==> src/rtl/fetch_unit.sv <==
// fetch_unit: PC register, single-outstanding instruction fetch and
// instruction register feeding the decoder, with jump/branch redirect.
//
// Ports:
//   clk, rst_n          clock, synchronous active-low reset
//   imem_req/addr       word fetch request to instruction memory
//   imem_ack/rdata      memory response, accepted only while fetching
//   stall               downstream not ready, held instruction kept
//   jump, branch_taken  redirect for the held instruction (jump wins)
//   branch_imm          sign-extended word offset for taken branches
//   instr, op, instr_pc held instruction, its opcode and fetch address
//   instr_valid         held instruction is meaningful
//   instr_count         instructions consumed since reset
module fetch_unit #(
  parameter logic [31:0] RESET_PC = 32'h0000_0000
) (
  input  logic        clk,
  input  logic        rst_n,
  output logic        imem_req,
  output logic [31:0] imem_addr,
  input  logic        imem_ack,
  input  logic [31:0] imem_rdata,
  input  logic        stall,
  input  logic        jump,
  input  logic        branch_taken,
  input  logic [31:0] branch_imm,
  output logic [31:0] instr,
  output logic [5:0]  op,
  output logic [31:0] instr_pc,
  output logic        instr_valid,
  output logic [31:0] instr_count
);

  typedef enum logic [1:0] {
    IDLE,
    FETCH,
    HOLD
  } state_t;

  state_t      state;
  state_t      state_n;
  logic [31:0] pc;
  logic [31:0] seq;
  logic [31:0] next_pc;
  logic        take;
  logic        consume;

  assign take    = (state == FETCH) && imem_ack;
  assign consume = (state == HOLD) && !stall;

  // Redirect target; jump overrides a simultaneous taken branch.
  always_comb begin
    seq     = instr_pc + 32'd4;
    next_pc = seq;
    unique case (1'b1)
      jump:
        next_pc = {seq[31:28], instr[25:0], 2'b00};
      (!jump && branch_taken):
        next_pc = seq + (branch_imm << 2);
      default:
        next_pc = seq;
    endcase
  end

  always_comb begin
    state_n = state;
    unique case (state)
      IDLE:    state_n = FETCH;
      FETCH:   if (imem_ack) state_n = HOLD;
      HOLD:    if (!stall) state_n = FETCH;
      default: state_n = IDLE;
    endcase
  end

  always_ff @(posedge clk) begin
    if (!rst_n) begin
      state       <= IDLE;
      pc          <= RESET_PC;
      instr       <= '0;
      instr_pc    <= '0;
      instr_valid <= 1'b0;
      instr_count <= '0;
    end else begin
      state <= state_n;
      if (take) begin
        instr       <= imem_rdata;
        instr_pc    <= pc;
        instr_valid <= 1'b1;
      end
      if (consume) begin
        instr_valid <= 1'b0;
        instr_count <= instr_count + 32'd1;
        pc          <= next_pc;
      end
    end
  end

  assign imem_req  = (state == FETCH);
  assign imem_addr = {pc[31:2], 2'b00};
  assign op        = instr[31:26];

endmodule

==> config.mk <==
export PLATFORM = sky130hd
export DESIGN_NAME = fetch_unit
export DESIGN_NICKNAME = d
export VERILOG_FILES = /design/src/rtl/fetch_unit.sv
export SDC_FILE = /design/constraint.sdc
export NUM_CORES = 1
export LEC_CHECK = 0
export CAP_MARGIN = 20
export CORE_ASPECT_RATIO = 0.9
export CORE_UTILIZATION = 40
export CTS_BUF_LIST = sky130_fd_sc_hd__clkbuf_8
export DETAILED_ROUTE_END_ITERATION = 12
export PLACE_DENSITY = 0.78
export SLEW_MARGIN = 20
export SYNTH_ARGS = -nofsm -noshare
export SYNTH_HDL_FRONTEND = slang
export SYNTH_SLANG_ARGS = --single-unit
==> constraint.sdc <==
create_clock -name clk -period 4.1 [get_ports clk]
set_input_delay 0.82 -clock clk [delete_from_list [all_inputs] [get_ports clk]]
set_output_delay 0.82 -clock clk [all_outputs]
set_load 0.1 [all_outputs]
==> results of run 1 <==
## logic make-up after synthesis
family | synth area share
compound gates | 0.198
mux | 0.00906
buf+inv | 0.0696
fa+ha+maj | 0.0608
xor+xnor | 0.0866
simple gates | 0.237
flops | 0.339
other cells | 0.000485
## final cells by class
class                           instances  area [um^2]  share of cell area
Multi-Input combinational cell        764         4600               0.448
Sequential cell                       131         2650               0.258
Timing Repair Buffer                  223         2190               0.213
Tap cell                              245          307              0.0298
Clock buffer                           17          234              0.0228
Clock inverter                         15          229              0.0223
Inverter                               17         65.1             0.00633
## worst min-delay path by stage
stage,from,cells after the start,endpoint,slack (ns)
floorplan,pc[0],2,instr_pc[0],0.43
global placement,pc[0],2,instr_pc[0],0.45
detailed placement,pc[1],2,instr_pc[1],0.45
CTS,pc[1],2,instr_pc[1],0.47
global route,pc[21],2,instr_pc[21],0.50
finish,pc[1],2,instr_pc[1],0.46
## flip-flops by register name (all words and copies together) (netlist names)
register and count:
instr_valid 1, instr 32, instr_count 32, instr_pc 32, pc 32, state 2
## power groups by stage
stage | Sequential [uW] | Clock [uW] | Combinational (uW)
global placement | 1350 | 0 | 547
detailed placement | 1350 | 0 | 549
finish | 1320 | 1320 | 553
global route | 1320 | 1380 | 582
floorplan | 1470 | 0 | 250
CTS | 1320 | 1330 | 551
## per-stage QoR
| step | power [uW] | hold slack [ns] | std cells | setup WS [ns] | util |
|---|---|---|---|---|---|
| finish | 3190 | 0.462 | 1412 | 0.200 | 0.551 |
| global route | 3290 | 0.496 | 1412 | 0.00139 | 0.551 |
| CTS | 3200 | 0.466 | 1412 | 0.211 | 0.550 |
| detailed placement | 1900 | 0.451 | 1380 | 0.241 | 0.525 |
| global placement | 1890 | 0.446 | 1380 | 0.259 | 0.525 |
| floorplan | 1720 | 0.432 | 998 | 0.0120 | - |
## placed cells by master, fill, tap and decap left out, drive strengths merged, types with 3 or more instances in the layout
| cell | count |
|---|---|
| nand3 | 32 |
| nor4 | 4 |
| buf | 22 |
| nor2 | 78 |
| mux2i | 7 |
| nand4 | 16 |
| a22o | 3 |
| nor2b | 4 |
| xnor2 | 38 |
| inv | 22 |
| o21a | 5 |
| clkinv | 3 |
| o31ai | 7 |
| and2 | 6 |
| nand2 | 193 |
| a31oi | 9 |
| ha | 36 |
| nand2b | 4 |
| a21o | 25 |
| o211ai | 10 |
| and3 | 19 |
| nor3 | 10 |
| nor3b | 3 |
| dfxtp | 131 |
| and4 | 8 |
| o21ai | 38 |
| clkdlybuf4s50 | 201 |
| or3 | 11 |
| a221oi | 4 |
| a211oi | 11 |
| clkbuf | 17 |
| xor2 | 35 |
| a21oi | 119 |
| bufinv | 5 |
## tightest hold or removal path, cell delays in order (launching register included)
cell and delay [ns]:
dfxtp_1 0.32, nand2_1 0.05, a21oi_1 0.05
## routing by layer
| metal | share of wire | vias up | track usage |
|---|---|---|---|
| li1 | - | 3756 | - |
| met4 | 0.026 | 2 | 0.0962 |
| met2 | 0.45 | 326 | 0.374 |
| met3 | 0.086 | 48 | 0.0568 |
| met5 | 0.00058 | - | 0 |
| met1 | 0.44 | 3578 | 0.321 |
## what timing repair did
item / in CTS / in global routing
hold buffers: 0 / 0
hold endpoints to repair: 0 / 0
endpoints found under the setup margin: 0 / 3
resized for setup: 0 / 2
==> impl_results.md, run 1 <==
- Outcome: finished, final reports clean
- Max-slew violations: 0
- Post-route ant nets: 0
- FILL cells: roughly 1.7k
- Finished Cell Area: 10,300 um^2
- Clock latency on the worst-skew pair: about 0.46 ns
- Die width: between 100 and 150 um
- Post-DP HPWL: 17,600 um
- Root Buffer: clkbuf_8
- Final Hold Fails: 0
- Logic depth of the worst path, buffers included: 14
- Crit-path cells: and4_4, nand4_4, or3_1, buf_4, nor3_4, xor2_2, ha_1, and3_1, nand3_1, or3b_1, o211ai_1, o21ai_0, and4_1, o31ai_2
- Post-Synthesis Cells: ~1,000
- FMAX: 256 MHz
- Syn_area_per_cell: 7.76 um^2
- Vias in the first global route: around 7.0k
- Top cell type by total area after synthesis: dfxtp_1
- Post-synth EDFFs: 0
- Relative slew slack: 0.273
- Sw Pwr: between 900 and 1000 uW
- First-pass GRT wire length: roughly 37,000 um
- Internal power: about 2200 uW
- Max H-tree Level: 4
- Unrepaired setup endpoints after global routing: false
- TNS Setup: 0 ns
- Routed len/inst: around 17 um
- Initial core utilization: 0.415
- Top-count cell post-synth: nand2_1
- Initial antenna violation count: 1
- Clock sink count: around 130
- Number of max-cap violations: 0
- Ys async rst share: 0
- Register clock-pin slew on the reported worst setup and hold paths: around 0.10 ns
- GR Overflow Total: 0
- Min-delay worst type: register to register
- Initial DRT Pass Iterations: 8
- Min cycle time layout: approximately 3.9 ns
- Area Overhead vs Synth: 32.8%
- Vias per cell: approximately 5.5
- Sequential share of power: 0.413
- Max Root-Sink Buffers: 2
- Synth cell types: 71
- Crit path buf inv count: 1
- Row count: between 40 and 50
- Num CTS Buffers: 17
- Worst reg2reg startpoint: instr_pc[8]
- Synth top cells by count: nand2_1, dfxtp_1, a21oi_1
- Fin crit share: 0.951
- Final setup fails: 0
- Top cell type's share of synthesized area: 0.339
- Main area contributors after synthesis: dfxtp_1, nand2_1, a21oi_1
- Post-CTS Setup Repair Bufs: 0
- Tot GR Track Use: 0.241
- Slowest cell on the critical path: or3_1
- Worst stage delay on the critical path: about 0.47 ns
- Vias: just under 8k
- Antenna cell count: 0
- Main flop type after synthesis: dfxtp_1
- R2R Setup Slk: between 0.15 and 0.2 ns
- DRC Markers: 0
- Max VDD drop: roughly 0.21 mV
- Final GP Congestion: 0.922
- Post-Route WL: around 24,000 um
- Worst clock skew: 0.0191 ns
- Mapped Area: ~7700 um^2
- Crit end category: register
- Initial DRC count: approximately 620
- # port buffers: around 200
- Yosys reg bits: about 130
- CTS tree: yes
- R2r endpoint: pc[31]
- Pin count of the biggest net entering global routing: 59
- Worst-margin pin slew: 1.09 ns
- Syn. warnings: 0
- Crit Path Class: register to register
- Highest net fanout along the worst path: 7
- Crit path launch type: register
- IO Count: between 200 and 250
- Critical Path End: pc[31]
- Switching share of power: 0.311
- Register area share after synthesis: 0.339
- Logic pwr share: 0.174
- Net count, final: 1,261
- Die Ht: between 100 and 150 um
- Worst Setup SP: instr_pc[8]
- Arr. time, crit path: 4.27 ns
- Reg2reg path depth: 14
- Req. time, crit path: 4.47 ns
- Dpl cell area: between 9000 and 10,000 um^2
- Core box area: 18,600 um^2
- P_leak: 0.00400 uW
- Pwr dens: just over 300 nW/um^2
- Share of post-route cells with drive strength above 1: 0.0771
- Clk pwr share: 0.413
- Die area: 19,900 um^2
- Delay-heaviest family, CP: simple AND/OR/NAND/NOR gates
Note: power is estimated with default switching activity, not from simulation.
==> inputs of run 2 (changes only) <==
--- a/config.mk
+++ b/config.mk
@@ -8,7 +8,8 @@
 export CAP_MARGIN = 20
 export CORE_ASPECT_RATIO = 0.9
 export CORE_UTILIZATION = 40
-export CTS_BUF_LIST = sky130_fd_sc_hd__clkbuf_8
+export CTS_BUF_LIST = sky130_fd_sc_hd__clkbuf_2 sky130_fd_sc_hd__clkbuf_4 sky130_fd_sc_hd__clkbuf_8
+export CTS_CLUSTER_SIZE = 25
 export DETAILED_ROUTE_END_ITERATION = 12
 export PLACE_DENSITY = 0.78
 export SLEW_MARGIN = 20
==> run 2 against run 1 <==
Register-to-register slack barely moved. Via count fell by 0.43%. Clock-buffer cell count rose by 1. Die area did not move. Cell count did not move. Sequential power barely moved. Sequential share of layout area barely moved. Combinational power barely moved. Critical path depth did not move. Critical path type unchanged. Critical endpoint unchanged.
==> impl_results.md, run 2 (same netlist as run 1, synthesis figures left out) <==
- Outcome: finished, final reports clean (unchanged)
- Final setup fails: 0 (unchanged)
- Crit path launch type: register (unchanged)
- Sequential share of power: 0.412 (was 0.413)
- Worst reg2reg startpoint: instr_pc[10] (was instr_pc[8])
- Logic pwr share: 0.173 (was 0.174)
- Hold Crit Depth: 2 (unchanged)
- Num CTS Buffers: 17 (unchanged)
- Row count: 47 (unchanged)
- Req. time, crit path: 4.48 ns (was 4.47 ns)
- Post-Route WL: 24,300 um (about the same)
- Net count, final: 1,261 (unchanged)
- Routed len/inst: 17.2 um (about the same)
- First-pass GRT wire length: 37,200 um (unchanged)
- Die Ht: 134 um (unchanged)
- Number of max-cap violations: 0 (unchanged)
- Delay-heaviest family, CP: simple AND/OR/NAND/NOR gates (unchanged)
- Vias: 7,677 (was 7,710)
- Commonest cells after routing, fill and taps aside: clkdlybuf4s50_1, nand2_1, a21oi_1 (unchanged)
- Post-CTS Setup Repair Bufs: 0 (unchanged)
- R2R Setup Slk: 0.20 ns (about the same)
- Reg2reg path depth: 14 (unchanged)
- Switching share of power: 0.310 (was 0.311)
- Clock latency on the worst-skew pair: 0.47 ns (was 0.46 ns)
- Hold Crit Endpoint: instr_pc[1] (unchanged)
- Layout Utilization: 0.551 (about the same)
- Post-DP HPWL: 17,600 um (unchanged)
- Die width: 149 um (unchanged)
- Initial DRT Pass Iterations: 7 (was 8)
- Crit Path Class: register to register (unchanged)
- TNS Setup: 0 ns (unchanged)
- Clk pwr share: 0.415 (was 0.413)
- Highest net fanout along the worst path: 7 (unchanged)
- FMAX: 256 MHz (about the same)
- Min cycle time layout: 3.90 ns (about the same)
- Pwr dens: 311 nW/um^2 (was 310 nW/um^2)
- Max VDD drop: 0.211 mV (about the same)
- P_leak: 0.00400 uW (about the same)
- Antenna cell count: 0 (unchanged)
- IO Count: 206 (unchanged)
- Final GP Congestion: 0.922 (unchanged)
- Worst Hold Launch: pc[1] (unchanged)
- Unrepaired setup endpoints after global routing: false (unchanged)
- CTS tree: yes (unchanged)
- Vias in the first global route: 7,029 (was 7,027)
- R2r endpoint: pc[31] (unchanged)
- Share of post-route cells with drive strength above 1: 0.0780 (was 0.0771)
- Root Buffer: clkbuf_8 (unchanged)
- Fin crit share: 0.951 (about the same)
- Worst-margin pin slew: 1.09 ns (about the same)
- Max H-tree Level: 4 (unchanged)
- Clock sink count: 131 (unchanged)
- Max Root-Sink Buffers: 2 (unchanged)
- Post-route ant nets: 0 (unchanged)
- Pin count of the biggest net entering global routing: 59 (unchanged)
- Leading cell type in the layout, fill and taps excluded: clkdlybuf4s50_1 (unchanged)
- Crit end category: register (unchanged)
- Register clock-pin slew on the reported worst setup and hold paths: 0.10 ns (about the same)
- Core box area: 18,600 um^2 (unchanged)
- Hold Worst Slack: 0.462 ns (about the same)
- Worst clock skew: 0.0181 ns (was 0.0191 ns)
- Crit path buf inv count: 1 (unchanged)
- Max-slew violations: 0 (unchanged)
- Area Overhead vs Synth: 32.9% (was 32.8%)
- Initial DRC count: 565 (was 616)
- Min-delay worst type: register to register (unchanged)
- Sw Pwr: 991 uW (was 990 uW)
- Relative slew slack: 0.273 (about the same)
- Internal power: 2210 uW (was 2200 uW)
- Setup slack after layout: 0.199 ns (was 0.200 ns)
- Slowest cell on the critical path: or3_1 (unchanged)
- Die area: 19,900 um^2 (unchanged)
- Crit-path cells: and4_4, nand4_4, or3_1, buf_4, nor3_4, xor2_2, ha_1, and3_1, nand3_1, or3b_1, o211ai_1, o21ai_0, and4_1, o31ai_2 (unchanged)
- Initial antenna violation count: 1 (unchanged)
- Initial core utilization: 0.415 (unchanged)
- Vias per cell: 5.44 (was 5.46)
- GR Overflow Total: 0 (unchanged)
- FILL cells: 1,710 (was 1,712)
- # port buffers: 201 (unchanged)
- Worst stage delay on the critical path: 0.47 ns (about the same)
- Arr. time, crit path: 4.28 ns (was 4.27 ns)
- Tot GR Track Use: 0.241 (about the same)
- Post-Place Setup Slack: 0.241 ns (unchanged)
- DRC Markers: 0 (unchanged)
- Final Hold Fails: 0 (unchanged)
[run 2: worst max path at each step]
stage / startpoint / cells after the start / endpoint
after floorplan: instr_pc[10] / 16 / pc[31]
after global placement: instr_pc[4] / 14 / pc[31]
after detailed placement: instr_pc[4] / 14 / pc[31]
after CTS: instr_pc[6] / 14 / pc[31]
after global routing: instr_pc[4] / 15 / pc[31]
final: instr_pc[10] / 14 / pc[31]
[run 2: routing by layer]
layer | routed length, um | track usage | part of all wire
met1 | 10700 | 0.321 | 0.44
met2 | 10900 | 0.374 | 0.45
met3 | 2140 | 0.0639 | 0.088
met4 | 570 | 0.0842 | 0.023
met5 | 12 | 0 | 0.00049
[run 2: stage by stage]
step	area (um^2)	total power, uW	std cells
finish	10300	3200	1412
global route	10300	3300	1412
CTS	10300	3210	1412
detailed placement	9800	1900	1380
global placement	9800	1890	1380
floorplan	7760	1720	998
[run 2: power groups by stage]
| stage | sequential, uW | combinational, uW | clock (uW) |
|---|---|---|---|
| 2_1_floorplan | 1470 | 250 | 0 |
| 5_1_grt | 1320 | 582 | 1400 |
| 4_1_cts | 1320 | 551 | 1340 |
| 3_5_place_dp | 1350 | 549 | 0 |
| 6_report | 1320 | 553 | 1330 |
| 3_3_place_gp | 1350 | 547 | 0 |
[run 2: what timing repair did]
item,4_1_cts,5_1_grt
hold buffers,0,0
endpoints found under the setup margin,0,3
gates resized for setup,0,2
[run 2: area by class of cell]
| class | instances | area [um^2] | share of cell area |
|---|---|---|---|
| clock buffers | 18 | 241 | 0.0235 |
| repair buffers | 223 | 2190 | 0.213 |
| multi-input cells | 764 | 4600 | 0.448 |
| flip-flops and latches | 131 | 2650 | 0.257 |
| clock inverters | 14 | 225 | 0.0219 |
| inverters | 17 | 65.1 | 0.00633 |
| well taps | 245 | 307 | 0.0298 |
[run 2: worst min-delay path: cells and delay by family (launching register included)]
| family | cells | cell delay (ns) |
|---|---|---|
| DFF | 1 | 0.32 |
| and+or+nand+nor | 1 | 0.05 |
| AOI/OAI and AO/OA | 1 | 0.05 |
